[config.mk]
export PLATFORM = sky130hd
export DESIGN_NAME = mem_arbiter
export DESIGN_NICKNAME = d
export VERILOG_FILES = /design/src/rtl/mem_arbiter.sv
export SDC_FILE = /design/constraint.sdc
export NUM_CORES = 1
export LEC_CHECK = 0
export CELL_PAD_IN_SITES_DETAIL_PLACEMENT = 0
export CELL_PAD_IN_SITES_GLOBAL_PLACEMENT = 1
export CORE_MARGIN = 4
export CORE_UTILIZATION = 39
export CTS_CLUSTER_DIAMETER = 150
export DETAILED_ROUTE_END_ITERATION = 7
export HOLD_SLACK_MARGIN = 0.1
export PLACE_DENSITY = 0.85
export SLEW_MARGIN = 0
export SYNTH_ARGS = -nofsm -noshare
export SYNTH_HDL_FRONTEND = slang
export SYNTH_SLANG_ARGS = --single-unit
[constraint.sdc]
create_clock -name clk -period 3.9 [get_ports clk]
set_input_delay 0.78 -clock clk [delete_from_list [all_inputs] [get_ports clk]]
set_output_delay 0.78 -clock clk [all_outputs]
set_load 0.01 [all_outputs]
[src/rtl/mem_arbiter.sv]
// Byte-serial memory bus arbiter between instruction fetch (IF) and load/store (LS).
// Define MEM_ARB_ROUND_ROBIN_EN for round-robin contention; otherwise LS has fixed priority.
module mem_arbiter #(
   parameter int ADDR_W = 32,
   parameter int DATA_W = 32
) (
   input  logic              clk,
   input  logic              rst,
   input  logic              rdy,
   input  logic              if_req,
   input  logic [ADDR_W-1:0] if_addr,
   output logic              if_ack,
   output logic [DATA_W-1:0] if_data,
   input  logic              ls_req,
   input  logic              ls_we,
   input  logic [ADDR_W-1:0] ls_addr,
   input  logic [2:0]        ls_size,
   input  logic [DATA_W-1:0] ls_wdata,
   output logic              ls_ack,
   output logic [DATA_W-1:0] ls_rdata,
   output logic [ADDR_W-1:0] mem_a,
   output logic [7:0]        mem_dout,
   output logic              mem_wr,
   input  logic [7:0]        mem_din
);

   localparam int NBYTES = DATA_W / 8;
   localparam int IDX_W  = $clog2(NBYTES);

   typedef enum logic [1:0] {
      S_IDLE,
      S_XFER,
      S_DRAIN,
      S_ACK
   } state_t;

   // FSM and bus-side registers
   state_t              r_state;
   logic [IDX_W-1:0]    r_cnt;
   logic [ADDR_W-1:0]   r_mem_a;
   logic [7:0]          r_mem_dout;
   logic                r_mem_wr;
   logic                r_if_ack;
   logic                r_ls_ack;

   // Transfer context latched at grant
   logic [ADDR_W-1:0]   r_addr;
   logic                r_we;
   logic [DATA_W-1:0]   r_wdata;
   logic [IDX_W-1:0]    r_last_idx;
   logic                r_sel_ls;
   logic [DATA_W-1:0]   r_buf;
   logic [DATA_W-1:0]   r_if_data;
   logic [DATA_W-1:0]   r_ls_rdata;
`ifdef MEM_ARB_ROUND_ROBIN_EN
   logic                r_last_ls;
`endif

   // Combinational next-state and control
   state_t              w_state_nxt;
   logic [IDX_W-1:0]    w_cnt_nxt;
   logic [IDX_W-1:0]    w_cnt_inc;
   logic [IDX_W-1:0]    w_cnt_dec;
   logic [ADDR_W-1:0]   w_mem_a_nxt;
   logic [7:0]          w_mem_dout_nxt;
   logic                w_mem_wr_nxt;
   logic                w_if_ack_nxt;
   logic                w_ls_ack_nxt;
   logic                w_grant;
   logic                w_grant_ls;
   logic                w_grant_if;
   logic                w_ls_size_ok;
   logic [IDX_W-1:0]    w_ls_idx;
   logic                w_capture;
   logic [IDX_W-1:0]    w_cap_idx;
   logic                w_load_if;
   logic                w_load_ls;
   logic [DATA_W-1:0]   w_word;

   assign w_cnt_inc = r_cnt + 1'b1;
   assign w_cnt_dec = r_cnt - 1'b1;

`ifdef MEM_ARB_ROUND_ROBIN_EN
   // On contention the port that was not granted last wins.
   assign w_grant_ls = ls_req && (!if_req || !r_last_ls);
`else
   assign w_grant_ls = ls_req;
`endif
   assign w_grant_if = if_req && !w_grant_ls;

   always_comb begin
      w_ls_size_ok = 1'b1;
      w_ls_idx     = '0;
      case (ls_size)
         3'd1:    w_ls_idx = IDX_W'(0);
         3'd2:    w_ls_idx = IDX_W'(1);
         3'd4:    w_ls_idx = IDX_W'(3);
         default: w_ls_size_ok = 1'b0;
      endcase
   end

   always_comb begin
      // NOTE: every signal assigned here gets a default first, so no path infers a latch.
      w_state_nxt    = r_state;
      w_cnt_nxt      = r_cnt;
      w_mem_a_nxt    = '0;
      w_mem_dout_nxt = '0;
      w_mem_wr_nxt   = 1'b0;
      w_if_ack_nxt   = 1'b0;
      w_ls_ack_nxt   = 1'b0;
      w_grant        = 1'b0;
      w_capture      = 1'b0;
      w_cap_idx      = w_cnt_dec;
      w_load_if      = 1'b0;
      w_load_ls      = 1'b0;
      w_word         = r_buf;

      unique case (r_state)
         S_IDLE: begin
            if (w_grant_ls && !w_ls_size_ok) begin
               // Illegal size: no bus cycle, just acknowledge with zero data.
               w_grant      = 1'b1;
               w_state_nxt  = S_ACK;
               w_ls_ack_nxt = 1'b1;
               w_load_ls    = 1'b1;
               w_word       = '0;
            end else if (w_grant_ls || w_grant_if) begin
               w_grant        = 1'b1;
               w_state_nxt    = S_XFER;
               w_cnt_nxt      = '0;
               w_mem_a_nxt    = w_grant_ls ? ls_addr : if_addr;
               w_mem_wr_nxt   = w_grant_ls && ls_we;
               w_mem_dout_nxt = (w_grant_ls && ls_we) ? ls_wdata[7:0] : 8'h00;
            end
         end

         S_XFER: begin
            // The RAM answers one cycle late, so byte k-1 arrives while byte k is addressed.
            w_capture = (r_cnt != '0) && !r_we;
            if (r_cnt == r_last_idx) begin
               if (r_we) begin
                  w_state_nxt  = S_ACK;
                  w_if_ack_nxt = !r_sel_ls;
                  w_ls_ack_nxt = r_sel_ls;
               end else begin
                  w_state_nxt = S_DRAIN;
               end
            end else begin
               w_cnt_nxt      = w_cnt_inc;
               w_mem_a_nxt    = r_addr + ADDR_W'(w_cnt_inc);
               w_mem_wr_nxt   = r_we;
               w_mem_dout_nxt = r_we ? r_wdata[8*w_cnt_inc +: 8] : 8'h00;
            end
         end

         S_DRAIN: begin
            w_capture                    = 1'b1;
            w_cap_idx                    = r_last_idx;
            w_word[8*r_last_idx +: 8]    = mem_din;
            w_load_if                    = !r_sel_ls;
            w_load_ls                    = r_sel_ls;
            w_if_ack_nxt                 = !r_sel_ls;
            w_ls_ack_nxt                 = r_sel_ls;
            w_state_nxt                  = S_ACK;
         end

         S_ACK: begin
            w_cnt_nxt   = '0;
            w_state_nxt = S_IDLE;
         end

         default: w_state_nxt = S_IDLE;
      endcase
   end

   // FSM state and registered bus outputs; rdy low freezes everything.
   always_ff @(posedge clk or negedge rst) begin
      if (!rst) begin
         // NOTE: sequential state uses non-blocking assignments so all registers update together.
         r_state    <= S_IDLE;
         r_cnt      <= '0;
         r_mem_a    <= '0;
         r_mem_dout <= '0;
         r_mem_wr   <= 1'b0;
         r_if_ack   <= 1'b0;
         r_ls_ack   <= 1'b0;
      end else if (rdy) begin
         r_state    <= w_state_nxt;
         r_cnt      <= w_cnt_nxt;
         r_mem_a    <= w_mem_a_nxt;
         r_mem_dout <= w_mem_dout_nxt;
         r_mem_wr   <= w_mem_wr_nxt;
         r_if_ack   <= w_if_ack_nxt;
         r_ls_ack   <= w_ls_ack_nxt;
      end
   end

   // Transfer context, read assembly and returned data
   always_ff @(posedge clk or negedge rst) begin
      if (!rst) begin
         r_addr     <= '0;
         r_we       <= 1'b0;
         r_wdata    <= '0;
         r_last_idx <= '0;
         r_sel_ls   <= 1'b0;
         r_buf      <= '0;
         r_if_data  <= '0;
         r_ls_rdata <= '0;
`ifdef MEM_ARB_ROUND_ROBIN_EN
         r_last_ls  <= 1'b0;
`endif
      end else if (rdy) begin
         if (w_grant) begin
            r_addr     <= w_grant_ls ? ls_addr : if_addr;
            r_we       <= w_grant_ls && ls_we;
            r_wdata    <= w_grant_ls ? ls_wdata : '0;
            r_last_idx <= w_grant_ls ? w_ls_idx : IDX_W'(NBYTES - 1);
            r_sel_ls   <= w_grant_ls;
            r_buf      <= '0;
`ifdef MEM_ARB_ROUND_ROBIN_EN
            r_last_ls  <= w_grant_ls;
`endif
         end else if (w_capture) begin
            r_buf[8*w_cap_idx +: 8] <= mem_din;
         end
         if (w_load_if) begin
            r_if_data <= w_word;
         end
         if (w_load_ls) begin
            r_ls_rdata <= w_word;
         end
      end
   end

   assign if_ack   = r_if_ack;
   assign ls_ack   = r_ls_ack;
   assign if_data  = r_if_data;
   assign ls_rdata = r_ls_rdata;
   assign mem_a    = r_mem_a;
   assign mem_dout = r_mem_dout;
   assign mem_wr   = r_mem_wr && rdy;

endmodule
==> results of run 1 <==
[per-stage QoR]
step / setup slack [ns] / power (mW) / hold WS [ns]
after floorplan: 0.6330 / 5.549 / 0.4446
after global placement: 0.9206 / 6.941 / 0.4587
after detailed placement: 0.8566 / 7.036 / 0.4670
after CTS: 0.9189 / 9.296 / 0.2389
after global routing: 0.4511 / 9.876 / 0.2655
final: 0.8976 / 9.207 / 0.2400
[final cells by class]
type / instances / area (um2)
Sequential cell: 211 / 5280
Tap cell: 335 / 419.2
Clock buffer: 32 / 701.9
Fill cell: 2463 / 12530
Clock inverter: 11 / 87.58
Multi-Input combinational cell: 810 / 4813
Timing Repair Buffer: 239 / 2356
Inverter: 24 / 90.09
[cell usage in the layout, fill, tap and decap left out, types with 3 or more instances in the layout]
cell type        count
mux2_2              28
nor2b_1             33
nor4_1               3
and3_1               5
o21ai_1             14
xnor2_1             20
nand2_1            242
or2_2                4
mux2i_1             19
a2bb2oi_1            8
inv_1               23
clkinv_2             8
xor2_1              13
buf_4               20
ha_1                17
and4_1               6
nor4bb_1             3
clkbuf_16           25
dfrtp_1            211
a211oi_1             4
nand4_1              6
nand3_1              8
mux4_2               8
o2bb2ai_1           15
a21oi_1             72
o221ai_1            10
o21ai_0            158
nor2_1              49
clkdlybuf4s50_1    217
nor3_1               8
a22oi_1             21
and2_1               4
clkbuf_8             6
[layer usage]
| layer | global-route usage (%) | vias to the layer above | wire length [um] |
|---|---|---|---|
| li1 | - | 4261 | - |
| met1 | 26.94 | 4164 | 12970 |
| met2 | 29.29 | 247 | 12670 |
| met3 | 3.841 | 43 | 1947 |
| met4 | 4.272 | 2 | 564 |
| met5 | 0 | - | 13 |
[worst max path at each step]
stage / cells after the start / to / slack [ns]
after floorplan: 11 / mem_a[12] / 0.63
after global placement: 5 / r_wdata[0] / 0.92
after detailed placement: 5 / r_wdata[8] / 0.86
after CTS: 10 / r_buf[28] / 0.92
after global routing: 10 / r_buf[28] / 0.45
final: 10 / r_buf[28] / 0.90
[critical path, delay by kind of cell (launching register included)]
kind                     cells  cell delay [ns]
AND/OR/NAND/NOR              1             0.08
buffers and inverters        3             0.33
AO/OA/AOI/OAI                4             1.40
adder cells (fa/ha/maj)      2             0.58
flip-flops                   1             0.43
[report_power, final]
group	internal (mW)	leakage, nW	switching, mW
clock	1.33	0.400	0.899
sequential	2.93	2.83	0.573
combinational	1.60	2.49	1.88
[state kept, by name, indices dropped and copies added (netlist names)]
name and flops:
r_state 2, r_last_idx 2, r_buf 32, mem_dout 8, if_ack 1, r_we 1, if_data 32, r_cnt 2
mem_a 32, r_addr 32, r_mem_wr 1, r_sel_ls 1, ls_rdata 32, ls_ack 1, r_wdata 32
[logic make-up after synthesis]
| logic type | after synthesis |
|---|---|
| AND/OR/NAND/NOR | 385 |
| flip-flops | 211 |
| XOR/XNOR | 33 |
| adder cells (fa/ha/maj) | 18 |
| buffers and inverters | 101 |
| multiplexers | 55 |
| AO/OA/AOI/OAI | 319 |
[Yosys cell counts, types with 3 or more instances]
| cell | count | share of area, % |
|---|---|---|
| a21oi_1 | 73 | 3.5 |
| dfrtp_1 | 211 | 50 |
| a211oi_1 | 4 | 0.29 |
| or2_2 | 4 | 0.24 |
| o21ai_1 | 14 | 0.67 |
| a22oi_1 | 21 | 1.5 |
| nand3_1 | 8 | 0.38 |
| nor4_1 | 3 | 0.18 |
| o21ai_0 | 158 | 7.5 |
| mux2i_1 | 19 | 1.8 |
| buf_1 | 5 | 0.18 |
| nor2_1 | 49 | 1.8 |
| nor2b_1 | 33 | 2.0 |
| clkbuf_1 | 54 | 1.9 |
| and3_1 | 5 | 0.30 |
| o221ai_1 | 10 | 0.84 |
| o2bb2ai_1 | 15 | 1.3 |
| mux2_2 | 28 | 3.0 |
| and4_1 | 6 | 0.50 |
| xnor2_1 | 20 | 1.7 |
| buf_2 | 7 | 0.33 |
| xor2_1 | 13 | 1.1 |
| clkbuf_2 | 9 | 0.43 |
| nor4bb_1 | 3 | 0.29 |
| nand2_1 | 243 | 8.7 |
| ha_1 | 17 | 2.0 |
| nand4_1 | 6 | 0.36 |
| and2_1 | 4 | 0.24 |
| mux4_2 | 8 | 1.7 |
| inv_1 | 23 | 0.82 |
| nor3_1 | 8 | 0.38 |
| a2bb2oi_1 | 8 | 0.67 |
==> impl_metrics.toml, run 1 <==
[worst_setup_path]
cpPeakStageDelay_ns = 0.73
endpoint_kind = "register"
r2r_cells = 10
r2r_end = "r_buf[28]"
crit_start = "r_state[0]"
reg2reg_slack_ns = 0.90
critical_path_class = "reg -> reg"
cp_data_arrival_time_ns = 3.35
crit_path_top_delay_cell = "o21ai_1"
r2r-start = "r_state[0]"
crit_top_cell = "inv_1"
path_cells = "inv_1 > ha_1 > nor2_1 > a21oi_1 > inv_1 > ha_1 > inv_1 > a211oi_1 > o21ai_1 > o21ai_0"
critPathLaunchType = "register"
critPathRequiredTime_ns = 4.25
cp_max_fo = 16

[global_route]
grtUsageTotal_pct = 18.70
antenna_found_initial = 1
grt_pass1_wl_um = 45380
grt_max_degree = 90
grt_pass1_vias = 8510
grt-ovfl-total = 0

[logic_synthesis]
muxShareOfSynthArea_pct = 6.544
synth_top_family_by_area = "compound AO/OA/AOI/OAI gates"
synth_area_per_cell_um2 = 9.338
synth-simple-area-share_pct = 16.61
synth_compound_area_share_pct = 17.55
synth-edff-count = 0
synth_seq_area_share_pct = 50.39
yosys.area_share.adder_pct = 2.221
synth_async_sr_flop_share_pct = 100.0
yosys_warnings = 0
synth_seq_cells = 211
syn-num-nets = 1253
syn_inst = 1122
synth-xor-area-share_pct = 2.759
ys.flop_type = "dfrtp_1"
ys_types = 57
mappedNetlistArea_um2 = 10480

[clock_tree]
clockBufferDepth = 3
cts_root_buf = "clkbuf_16"
clock-sinks = 211
cts.repair.resized = 0
cts_tree = "done"
cts.clk_slew.worst_paths_ns = 0.06
holdBufCountCts = 0
cts-htree-levels = 1
numCtsBuffers = 24
postCtsSetupRepairBufs = 0
worstSkewPairLatency_ns = 0.52

[routing]
wl_per_cell_um = 16.95
totalWireLength_um = 28170
drt_iter0_markers = 602
drt.antenna.violating_nets = 0
drtPass1Iterations = 5
via_per_inst = 5.245
drc = 0
vias = 8717

[timing]
setup_violations = 0
fin_crit_sh_pct = 76.98
min_period_ns = 3.002
tightest_slew_ns = 0.9180
max_freq_ghz = 0.3331
finalHoldViolCount = 0
relSlewSlack_pct = 38.39
tns_ns = 0
drv_slew = 0
rsz0062_at_grt = "no"
fin_worst_skew_ns = 0.01828

[power_and_ir_drop]
powerDensity_nw_per_um2 = 669.7
peakVddDrop_mv = 0.3286
leakage_nw = 5.730

[placed_design]
port_buffers = 219
placed_cell_area_um2 = 12960
dp.cells = 1619
gp_congestion = 0.8244
dp_hpwl_um = 19800

[floorplanning]
die-width_um = 171.9
pin_count = 220
die_h_um = 171.9
die_area_um2 = 29550
rows = 59
coreArea_um2 = 26280
initial_utilization_pct = 39.87

[layout]
fin_nets = 1441
drive_gt1_share_pct = 8.742
fin_cells = 1662
final_core_util_pct = 52.31
antenna_cells = 0
area_growth_pct = 31.22
finish.instance_area_um2 = 13750

[status]
status = "completed"

[run]
maxCapViolations = 0

[worst_hold_path]
hold_class = "in -> async"
(Power assumes the default switching activity.)
==> inputs of run 2 (changes only) <==
==> constraint.sdc (replaced) <==
create_clock -name clk -period 3.15 [get_ports clk]
set_input_delay 0.63 -clock clk [delete_from_list [all_inputs] [get_ports clk]]
set_output_delay 0.63 -clock clk [all_outputs]
set_load 0.01 [all_outputs]
==> impl_metrics.toml, run 2 (same netlist as run 1, synthesis figures left out) <==
[placed_design]
port_buffers = 219
dp_hpwl_um = 19980
dp.cells = 1622
pre_cts_slack_ns = 0.2416
gp_congestion = 0.8232

[worst_setup_path]
critPathRequiredTime_ns = 3.52
reg2reg_slack_ns = 0.39
critPathLaunchType = "register"
r2r_cells = 9
critical_path_class = "reg -> reg"
endpoint_kind = "register"
cp_data_arrival_time_ns = 3.14
cp_max_fo = 9

[global_route]
grt_pass1_vias = 8512
grt_max_degree = 89
grtUsageTotal_pct = 19.03
grt_pass1_wl_um = 45830
grt-ovfl-total = 0
antenna_found_initial = 0

[clock_tree]
cts.repair.resized = 0
clock-sinks = 211
postCtsSetupRepairBufs = 0
cts_root_buf = "clkbuf_16"
cts.clk_slew.worst_paths_ns = 0.06
cts-htree-levels = 1
cts_tree = "done"
clockBufferDepth = 3
numCtsBuffers = 25
holdBufCountCts = 0
worstSkewPairLatency_ns = 0.51

[timing]
drv_slew = 0
setup_ws_ns = 0.3892
setup_violations = 0
relSlewSlack_pct = 34.84
tightest_slew_ns = 0.9709
finalHoldViolCount = 0
min_period_ns = 2.761
max_freq_ghz = 0.3622
fin_crit_sh_pct = 87.64
rsz0062_at_grt = "no"
fin_worst_skew_ns = 0.008333
tns_ns = 0

[power_and_ir_drop]
leakage_nw = 5.746
pwr-share-clk_pct = 23.9
netSwitchingFraction_pct = 36.31
combPwrFrac_pct = 38.2
peakVddDrop_mv = 0.3665
power.switching_mw = 4.166
powerDensity_nw_per_um2 = 830.1
internal-power_mw = 7.306
sequentialPowerShare_pct = 37.9

[layout]
fin_nets = 1445
drive_gt1_share_pct = 8.503
antenna_cells = 0
final_cell_mix = "242 x nand2_1, 217 x clkdlybuf4s50_1, 211 x dfrtp_1"
fin_cells = 1664
multi_input_area_um2 = 4821
seq_area_um2 = 5280
final_common_cell = "nand2_1"
nFillCells = 2436
area_growth_pct = 31.90

[floorplanning]
rows = 59
die-width_um = 171.9
die_area_um2 = 29550
die_h_um = 171.9
pin_count = 220
coreArea_um2 = 26280
initial_utilization_pct = 39.87

[routing]
via_per_inst = 5.216
drtPass1Iterations = 4
vias = 8680
wl_per_cell_um = 17.17
drc = 0
totalWireLength_um = 28580
drt_iter0_markers = 536
drt.antenna.violating_nets = 0

[run]
maxCapViolations = 0

[worst_hold_path]
hold_class = "in -> async"

[status]
status = "completed"
run 2: cell count changes in the layout (fill, tap and decap cells not counted), sizes merged:
cell	before	now
clkinv	10	1
clkbuf	33	40
buf	21	24
clkinvlp	0	1
run 2: final cells by class:
| type | instances | share of cell area, % |
|---|---|---|
| flip-flops and latches | 211 | 38.21 |
| well taps | 335 | 3.033 |
| clock inverters | 3 | 0.3078 |
| repair buffers | 242 | 17.65 |
| multi-input cells | 810 | 34.88 |
| inverters | 24 | 0.6519 |
| clock buffers | 39 | 5.269 |
run 2: path summary, 6_finish.rpt:
path,from,end
worst max-delay path,r_cnt[1],mem_a[17]
min in group clk,if_data[30],if_data[30]
worst min register to register,if_data[30],if_data[30]
max in group asynchronous,rst,r_buf[9]
worst min-delay path,rst,if_data[20]
worst max register to register,r_cnt[1],mem_a[17]
run 2: metrics by stage:
| step | hold slack [ns] | util, % | instance area (um2) | power [mW] |
|---|---|---|---|---|
| 2_1_floorplan | 0.3344 | - | 10480 | 6.871 |
| 3_3_place_gp | 0.4592 | 49.62 | 13040 | 8.674 |
| 3_5_place_dp | 0.4683 | 49.62 | 13040 | 8.787 |
| 4_1_cts | 0.1925 | 52.56 | 13810 | 11.58 |
| 5_1_grt | 0.2202 | 52.59 | 13820 | 12.31 |
| 6_report | 0.1821 | 52.59 | 13820 | 11.47 |
run 2: power by group through the flow:
| stage | Clock [mW] | Sequential [mW] | Combinational (mW) |
|---|---|---|---|
| after global routing | 2.93 | 4.48 | 4.90 |
| after global placement | 0 | 4.34 | 4.33 |
| after CTS | 2.81 | 4.34 | 4.43 |
| after floorplan | 0 | 4.35 | 2.53 |
| final | 2.74 | 4.35 | 4.39 |
| after detailed placement | 0 | 4.38 | 4.41 |
run 2: worst max-delay path: stages, from the launching register on:
cell	delay, ns
dfrtp_1	0.39
inv_1	0.06
ha_1	0.33
buf_4	0.21
ha_1	0.28
a21oi_1	0.10
or4b_1	0.72
nor3_1	0.31
xnor2_1	0.15
o21ai_1	0.07
run 2: metal layers:
layer | wire [um] | vias up | GRT usage, %
met3 | 1799 | 46 | 3.589
li1 | - | 4253 | -
met5 | 0 | - | 0
met1 | 13230 | 4129 | 27.32
met2 | 12950 | 252 | 30.20
met4 | 602 | 0 | 4.340
